**config.mk**
```make
export PLATFORM = sky130hd
export DESIGN_NAME = bo_sequencer
export DESIGN_NICKNAME = d
export VERILOG_FILES = /design/src/rtl/bo_seq_pkg.sv /design/src/rtl/bo_loop_counter.sv /design/src/rtl/bo_sequencer.sv
export SDC_FILE = /design/constraint.sdc
export NUM_CORES = 1
export LEC_CHECK = 0
export CAP_MARGIN = 10
export CORE_MARGIN = 10
export CORE_UTILIZATION = 40
export CTS_BUF_LIST = sky130_fd_sc_hd__clkbuf_8
export DETAILED_ROUTE_END_ITERATION = 7
export PLACE_DENSITY = 0.73
export SLEW_MARGIN = 20
export SYNTH_ARGS = -nofsm -noshare
export SYNTH_HDL_FRONTEND = slang
export SYNTH_SLANG_ARGS = --single-unit
```
**constraint.sdc**
```tcl
create_clock -name clk -period 4.55 [get_ports clk]
set_input_delay 0.455 -clock clk [delete_from_list [all_inputs] [get_ports clk]]
set_output_delay 0.455 -clock clk [all_outputs]
set_load 0.02 [all_outputs]
```
**src/rtl/bo_seq_pkg.sv**
```systemverilog
// Shared encodings for the BO sequencer: FSM states, program codes, ULA
// operation and datapath mux selects.
package bo_seq_pkg;

    typedef enum logic [2:0] {
        S_IDLE,
        S_CLR,
        S_MUL,
        S_ADDB,
        S_SUBC,
        S_DONE
    } state_t;

    localparam logic [1:0] OP_AX     = 2'b00;
    localparam logic [1:0] OP_AXB    = 2'b01;
    localparam logic [1:0] OP_AXBC   = 2'b10;
    localparam logic [1:0] OP_ABC    = 2'b11;

    localparam logic       ULA_ADD   = 1'b0;
    localparam logic       ULA_SUB   = 1'b1;

    localparam logic [1:0] M0_ZERO   = 2'b00;
    localparam logic [1:0] M0_A      = 2'b01;
    localparam logic [1:0] M0_B      = 2'b10;
    localparam logic [1:0] M0_C      = 2'b11;

    localparam logic [1:0] M1_M0     = 2'b00;
    localparam logic [1:0] M1_RX     = 2'b01;
    localparam logic [1:0] M1_RS     = 2'b10;
    localparam logic [1:0] M1_RH     = 2'b11;

    localparam logic [1:0] M2_RX     = 2'b00;
    localparam logic [1:0] M2_M0     = 2'b01;
    localparam logic [1:0] M2_RS     = 2'b10;
    localparam logic [1:0] M2_RH     = 2'b11;

    // Every program except plain A*X finishes with the +B step.
    function automatic logic op_has_addb(input logic [1:0] op);
        return op != OP_AX;
    endfunction

    function automatic logic op_has_subc(input logic [1:0] op);
        return (op == OP_AXBC) || (op == OP_ABC);
    endfunction

endpackage

```
**src/rtl/bo_loop_counter.sv**
```systemverilog
// Down-counter for the repeated-addition loop; last flags the final pass.
module bo_loop_counter #(
    parameter int CNT_W = 8
) (
    input  logic             clk,
    input  logic             rst_n,
    input  logic             load,
    input  logic [CNT_W-1:0] load_val,
    input  logic             dec,
    output logic             last
);

    logic [CNT_W-1:0] cnt_q;
    logic [CNT_W-1:0] cnt_d;

    always_comb begin
        cnt_d = cnt_q;
        if (load) begin
            cnt_d = load_val;
        end else if (dec) begin
            cnt_d = cnt_q - CNT_W'(1);
        end
    end

    always_ff @(posedge clk or negedge rst_n) begin
        if (!rst_n) begin
            cnt_q <= '0;
        end else begin
            cnt_q <= cnt_d;
        end
    end

    assign last = (cnt_q == CNT_W'(1));

endmodule

```
**src/rtl/bo_sequencer.sv**
```systemverilog
// Control FSM for the BO datapath: runs one of four fixed programs per start
// pulse, with multiplication as repeated addition of A into RS.
module bo_sequencer
    import bo_seq_pkg::*;
#(
    parameter int CNT_W = 8
) (
    input  logic             clk,
    input  logic             rst_n,
    input  logic             start,
    input  logic [1:0]       op,
    input  logic [CNT_W-1:0] X,
    input  logic             Overflow,
    output logic             LX,
    output logic             LS,
    output logic             LH,
    output logic             SEL_ULA,
    output logic [1:0]       M0,
    output logic [1:0]       M1,
    output logic [1:0]       M2,
    output logic             busy,
    output logic             done,
    output logic             ovf
);

    state_t           state_q, state_d;
    logic [1:0]       op_q, op_d;
    logic             ovf_q, ovf_d;
    logic [CNT_W-1:0] cnt_load_val;
    logic             cnt_last;

    // A+B-C reuses the MUL step once to bring A into RS.
    assign cnt_load_val = (op_q == OP_ABC) ? CNT_W'(1) : X;

    bo_loop_counter #(
        .CNT_W (CNT_W)
    ) u_cnt (
        .clk      (clk),
        .rst_n    (rst_n),
        .load     (state_q == S_CLR),
        .load_val (cnt_load_val),
        .dec      (state_q == S_MUL),
        .last     (cnt_last)
    );

    always_comb begin
        state_d = state_q;
        op_d    = op_q;
        ovf_d   = ovf_q;
        LX      = 1'b0;
        LS      = 1'b0;
        LH      = 1'b0;
        SEL_ULA = ULA_ADD;
        M0      = M0_ZERO;
        M1      = M1_M0;
        M2      = M2_RX;
        busy    = 1'b0;
        done    = 1'b0;

        unique case (state_q)
            S_IDLE: begin
                if (start) begin
                    op_d    = op;
                    ovf_d   = 1'b0;
                    state_d = S_CLR;
                end
            end
            S_CLR: begin
                busy = 1'b1;
                LX   = 1'b1;
                LS   = 1'b1;
                M2   = M2_M0;
                if (cnt_load_val != '0) begin
                    state_d = S_MUL;
                end else if (op_has_addb(op_q)) begin
                    state_d = S_ADDB;
                end else begin
                    state_d = S_DONE;
                end
            end
            S_MUL: begin
                busy  = 1'b1;
                LS    = 1'b1;
                M0    = M0_A;
                M2    = M2_RS;
                ovf_d = ovf_q | Overflow;
                if (cnt_last) begin
                    state_d = op_has_addb(op_q) ? S_ADDB : S_DONE;
                end
            end
            S_ADDB: begin
                busy    = 1'b1;
                LS      = 1'b1;
                M0      = M0_B;
                M2      = M2_RS;
                ovf_d   = ovf_q | Overflow;
                state_d = op_has_subc(op_q) ? S_SUBC : S_DONE;
            end
            S_SUBC: begin
                busy    = 1'b1;
                LS      = 1'b1;
                M0      = M0_C;
                M2      = M2_RS;
                SEL_ULA = ULA_SUB;
                ovf_d   = ovf_q | Overflow;
                state_d = S_DONE;
            end
            S_DONE: begin
                done    = 1'b1;
                state_d = S_IDLE;
            end
            default: begin
                state_d = S_IDLE;
            end
        endcase
    end

    always_ff @(posedge clk or negedge rst_n) begin
        if (!rst_n) begin
            state_q <= S_IDLE;
            op_q    <= OP_AX;
            ovf_q   <= 1'b0;
        end else begin
            state_q <= state_d;
            op_q    <= op_d;
            ovf_q   <= ovf_d;
        end
    end

    assign ovf = ovf_q;

endmodule

```
==> reports/summary.txt, run 1 <==
Drt pass-1 iters = 4
Main synth FF type = dfrtp_1
Antenna Nets Post-Route = 0
# DRC = 0
Register area share after synthesis = 0.365
Dpl cell area = 1170 um2
Crit Path Max Fanout = 16
WL/cell = 14.5 um
Crit. End Element = primary output
Die Area = 4760 um2
CTS Sinks = 14
Synth Instances = 114
Routability congestion estimate = 0.855
Root buf cell = clkbuf_8
Post-route cell area = 1220 um2
Count of state elements after synthesis = 14
Max-cap violations = 0
Vias in the first global route = 890
Total CTS buffers = 3
Initial DRC Count = 72
Critical path origin = state_q[2]$_DFFE_PN0P_
Initial core utilization = 0.426
Final Cycle Share = 0.568
Final worst setup slack = 1960 ps
Cell Area, Synth = 961 um2
Minimum clock period = 2590 ps
CTS max path bufs = 2
Count of cells resized by post-cts repair = 0
Required time of the critical path = 4090 ps
Actual slew at the worst max-slew pin = 645 ps
Antenna diodes = 0
CTS H-tree lvls = 1
P_leak = 0.529 nW
Worst slew margin = 0.569
Gr usage total = 0.0971
Reg-to-Reg Start = state_q[2]$_DFFE_PN0P_
Fin nets = 151
Largest net degree at the start of global routing = 17
RSZ-0062 raised after global routing = false
Fin util = 0.543
Library cells used by synthesis = 37
Reg clk slew, reported paths = 60 ps
Dpl hpwl = 1900 um
WHS Endpoint = u_cnt.cnt_q[6]$_DFFE_PN0P_
Via count = 894
Core area = 2250 um2
Final Skew = 1.98 ps
# rows = 17
First-pass GRT wire length = 4060 um
Hold Path Origin = u_cnt.cnt_q[6]$_DFFE_PN0P_
Status = completed
Fin. Hold Viols = 0
Pre-CTS setup slack = 2240 ps
Worst r2r path cells = 4
Share of layout cells above drive strength 1 = 0.0896
Io pins = 27
Via density = 5.52
Setup crit start kind = flip-flop
Final setup TNS = 0 ps
Worst-Skew Late Latency = 240 ps
Synth-to-Final Area Change = 27.3%
EDFF count, synth = 0
Syn avg cell area = 8.43 um2
Die Wd = 69.0 um
Power per Cell Area = 768 nW/um2
YS warnings = 0
Hold Path Depth = 1
Total setup buffers inserted after CTS = 0
Hold Crit Class = reg2reg
Grt ovf = 0
IO buf count = 23
# setup viols final = 0
Setup CP Type = reg2out
Max-slew violation count = 0
Async set or reset register ratio after synthesis = 1.00
CP arrival = 2130 ps
Post-Route WL = 2350 um
Fmax = 387 MHz
Initial antenna violation count = 0
Worst reg2reg path endpoint = u_cnt.cnt_q[6]$_DFFE_PN0P_
Fillers = 216
Number of hold buffers added after cts = 0
Reg-to-reg slack, setup = 2820 ps
Die height = 69.0 um
VDD IR-drop max = 0.414 mV
TritonCTS clock tree = yes
[critical path, stage by stage, from the launching register on]
cell and delay (ps):
dfrtp_1 540, or3b_1 590, clkinv_4 140, clkdlybuf4s50_1 610
[worst max path at each step]
| stage | to | cells after the start | slack (ps) |
|---|---|---|---|
| CTS | LX | 3 | 1960 |
| finish | LX | 3 | 1960 |
| global route | LX | 3 | 1870 |
| floorplan | busy | 3 | 2780 |
| detailed placement | LX | 3 | 2240 |
| global placement | LX | 3 | 2260 |
[placed cells by master, fill, tap and decap left out, drive strengths merged]
cell type,n
a211oi,5
a21o,1
a21oi,11
a311oi,2
a31o,1
a31oi,3
and2,1
and3,2
clkbuf,4
clkdlybuf4s50,23
clkinv,1
conb,3
dfrtp,14
ha,2
inv,7
mux2,2
nand2,9
nand2b,2
nand3,3
nor2,12
nor2b,1
nor3,5
nor3b,1
nor4,2
o21a,1
o21ai,7
o41ai,1
or2,1
or3,1
or3b,2
or4,1
xnor2,2
xor2,1
[cell type report]
type | count | area (um2) | area share
inverter | 8 | 35.0 | 0.0286
timing repair buffer | 23 | 230 | 0.188
sequential | 14 | 350 | 0.286
clock buffer | 4 | 55.1 | 0.0450
multi-input combinational | 85 | 518 | 0.423
tap | 28 | 35.0 | 0.0286
[cell usage after synthesis (2+ instances only)]
cell type | count | area share
buf_6 | 2 | 0.023
clkbuf_1 | 2 | 0.0078
nor4_1 | 2 | 0.013
nor3_1 | 4 | 0.021
a21oi_1 | 11 | 0.057
mux2_2 | 2 | 0.023
a311oi_1 | 2 | 0.018
buf_4 | 4 | 0.031
dfrtp_1 | 14 | 0.36
nand3_1 | 3 | 0.016
ha_1 | 2 | 0.026
a211oi_1 | 5 | 0.039
o21ai_0 | 7 | 0.036
or3b_1 | 2 | 0.018
nand2_1 | 8 | 0.031
and3_1 | 2 | 0.013
nand2b_1 | 2 | 0.013
inv_1 | 7 | 0.027
a31oi_1 | 3 | 0.020
nor2_1 | 12 | 0.047
xnor2_1 | 2 | 0.018
[where the power goes]
part | leakage, nW | internal, W | total [W] | switching [W]
logic | 0.334 | 0.000244 | 0.000539 | 0.000296
registers | 0.167 | 0.000189 | 0.000282 | 0.0000930
clock network | 0.0288 | 0.0000766 | 0.000118 | 0.0000418
total | 0.529 | 0.000509 | 0.000940 | 0.000430
[stage by stage]
stage | hold WS, ps | total power [W] | cells
after floorplan | 159 | 0.000659 | 116
after global placement | 482 | 0.000811 | 158
after detailed placement | 512 | 0.000820 | 158
after CTS | 523 | 0.000946 | 162
after global routing | 550 | 0.00103 | 162
final | 517 | 0.000940 | 162
[cells by family after synthesis]
family	Yosys count	share of synthesized area
AO/OA/AOI/OAI	32	0.204
XOR/XNOR	3	0.0273
adder cells (fa/ha/maj)	2	0.0260
buffers and inverters	17	0.104
flip-flops	14	0.365
multiplexers	2	0.0234
other	1	0.00390
AND/OR/NAND/NOR	43	0.246
[flip-flops by register name, summed over array words and instances (netlist names)]
name,cells
op_q,2
ovf,1
state_q,3
u_cnt.cnt_q,8
[layer usage]
metal  wire [um]  track usage
met5           0            0
met4          12       0.0222
met3         162       0.0371
met2        1220        0.160
met1         947        0.115
Power figures use the tool's default switching activity.
==> run 2, diff against run 1 <==
- PLACE_DENSITY: 0.73 -> 0.75
- clock period: 4.55 -> 2.1 ns (I/O delays scaled with it)
==> run 2 against run 1 <==
Net effect:
- worst setup slack lost 1800 ps
- critical path depth is 1 higher
- core utilization increased by 0.22 points
- wire length is essentially flat
- first-iteration DRC count shrank 4.2%
- power grew 110%
- via count decreased by 1.6%
- clock skew hardly changed
- sequential power increased by 110%
- final cell count increased by 0.62%
- non-clock buffer count rose by 2
- count of clock-buffer cells in the layout shrank 1
- critical endpoint is now SEL_ULA
- largest cell class unchanged
==> reports/summary.txt, run 2 (same netlist as run 1, synthesis figures left out) <==
# rows = 17 (unchanged)
Largest registers = u_cnt.cnt_q: 8 flops, state_q: 3 flops, op_q: 2 flops
TritonCTS clock tree = yes
Met1 Use GR = 0.115 (+0.000279)
Switching pwr = 0.000930 W (+120%)
Critical path, cell by cell = nor2_1, nand2_1, inv_1, clkdlybuf4s50_1
P_leak = 0.567 nW (+7.2%)
Antenna Nets Post-Route = 0 (unchanged)
M3 GR Usage = 0.0399 (+0.00285)
Grt ovf = 0 (unchanged)
P_int = 0.00107 W (+110%)
Hold Crit Class = in2async
Fillers = 230 (+6.5%)
Critical path's slowest cell = clkdlybuf4s50_1
Gr usage total = 0.0963 (-0.000781)
Logic pwr share = 0.596 (+0.022)
Initial core utilization = 0.426 (unchanged)
Clock group share of total power = 0.107 (-0.019)
Crit. End Element = primary output
Worst slew margin = 0.565 (-0.00365)
Routability congestion estimate = 0.838 (-2.0%)
Dpl hpwl = 1960 um (+3.3%)
Root buf cell = clkbuf_8
Pre-CTS setup slack = 184 ps (-2060 ps)
Via count = 880 (-1.6%)
Fmax = 509 MHz
Worst r2r path cells = 5 (+1)
Final Cycle Share = 0.936
CTS Sinks = 14 (unchanged)
Final worst setup slack = 134 ps (-1830 ps)
Power per Cell Area = 1620 nW/um2 (+110%)
Final Skew = 2.34 ps (+0.358 ps)
Initial DRC Count = 69 (-4.2%)
Actual slew at the worst max-slew pin = 650 ps (+5.46 ps)
Required time of the critical path = 1890 ps (-2200 ps)
IO buf count = 23 (unchanged)
CTS H-tree lvls = 1 (unchanged)
Final setup TNS = 0 ps (unchanged)
Vias in the first global route = 901 (+1.2%)
RSZ-0062 raised after global routing = false
Die Area = 4760 um2 (unchanged)
Setup crit start kind = flip-flop
Crit path largest cell delay = 600 ps (about the same)
Core area = 2250 um2 (unchanged)
Reg clk slew, reported paths = 50 ps (about the same)
Biggest register = u_cnt.cnt_q
Largest net degree at the start of global routing = 15 (-2)
Fin. Hold Viols = 0 (unchanged)
Drt pass-1 iters = 4 (unchanged)
Die Wd = 69.0 um (unchanged)
Reg power frac = 0.297 (-0.003)
Status = completed
Die height = 69.0 um (unchanged)
Max reg flops = 8 (unchanged)
Met2 Usage GRT = 0.151 (-0.00907)
Share of layout cells above drive strength 1 = 0.111 (+0.0216)
Top Usage Layer GRT = met2
Via density = 5.40 (-2.2%)
Minimum clock period = 1970 ps
Total CTS buffers = 3 (unchanged)
VDD IR-drop max = 0.831 mV (+100%)
CP arrival = 1760 ps (-370 ps)
Pwr Total = 0.00200 W (+110%)
Synth-to-Final Area Change = 27.9%
First-pass GRT wire length = 4060 um (-0.17%)
Worst-Skew Late Latency = 240 ps (about the same)
Crit Path Max Fanout = 12 (-4)
Max-slew violation count = 0 (unchanged)
# DRC = 0 (unchanged)
Most common cell after layout, fill and taps aside = clkdlybuf4s50_1
# setup viols final = 0 (unchanged)
Post-Route WL = 2350 um (about the same)
Sw frac = 0.466 (+0.00807)
Most frequent cells in the layout = 18 x clkdlybuf4s50_1, 12 x nor2_1, 12 x dfrtp_1, 11 x a21oi_1, 8 x nand2_1
Setup CP Type = reg2out
Fin nets = 153 (+1.3%)
WL/cell = 14.4 um (-0.53%)
Io pins = 27 (unchanged)
CTS max path bufs = 2 (unchanged)
Initial antenna violation count = 0 (unchanged)
Max-cap violations = 0 (unchanged)
Antenna diodes = 0 (unchanged)
## run 2: cell count changes in the layout (fill, tap and decap cells not counted), sizes merged
cell           before  now
dlymetal6s2s        0    2
dlygate4sd2         0    3
buf                 0    2
clkbuf              4    3
clkdlybuf4s50      23   18
## run 2: routing by layer
metal  wire length (um)  vias up
li1                   -      437
met1               1110      412
met2               1060       29
met3                162        2
met4                 14        0
met5                  0        -
## run 2: critical path: cells and delay by family, from the launching register on
kind / cells / cell delay (ps)
flops: 1 / 470
simple gates: 2 / 370
buf+inv: 2 / 680
## run 2: through the flow
stage | cell area [um2] | cells | hold slack, ps | utilization
after global placement | 1180 | 160 | 489 | 0.525
after detailed placement | 1180 | 160 | 492 | 0.525
after CTS | 1220 | 163 | 384 | 0.542
after global routing | 1230 | 163 | 417 | 0.545
final | 1230 | 163 | 370 | 0.545
after floorplan | 968 | 116 | -85.6 | -
## run 2: layout make-up
type,count,area (um2),area share
well taps,28,35.0,0.0285
clock buffers,3,41.3,0.0336
repair buffers,25,246,0.201
flip-flops and latches,14,353,0.287
inverters,8,35.0,0.0285
multi-input cells,85,518,0.422
## run 2: power by group through the flow
stage	logic, W	clock network [W]	registers (W)
2_1_floorplan	0.000905	0	0.000523
3_3_place_gp	0.00120	0	0.000579
3_5_place_dp	0.00123	0	0.000589
4_1_cts	0.00121	0.000217	0.000587
5_1_grt	0.00132	0.000238	0.000624
6_report	0.00119	0.000214	0.000593
## run 2: final timing paths
path                                              endpoint                  startpoint  slack [ps]
max in group asynchronous           state_q[1]$_DFFE_PN0P_                       rst_n        1270
min in group clk                u_cnt.cnt_q[6]$_DFFE_PN0P_  u_cnt.cnt_q[6]$_DFFE_PN0P_         510
worst max register to register  u_cnt.cnt_q[3]$_DFFE_PN0P_      state_q[2]$_DFFE_PN0P_         360
worst min register to register  u_cnt.cnt_q[6]$_DFFE_PN0P_  u_cnt.cnt_q[6]$_DFFE_PN0P_         510
worst min-delay path                       ovf$_DFFE_PN0P_                       rst_n         370
worst max-delay path                               SEL_ULA      state_q[0]$_DFFE_PN0P_         130
## run 2: what timing repair did
item,CTS,global route
setup endpoints to repair,3,2
hold buffers,0,0
gates resized for setup,4,3
buffers inserted,0,0
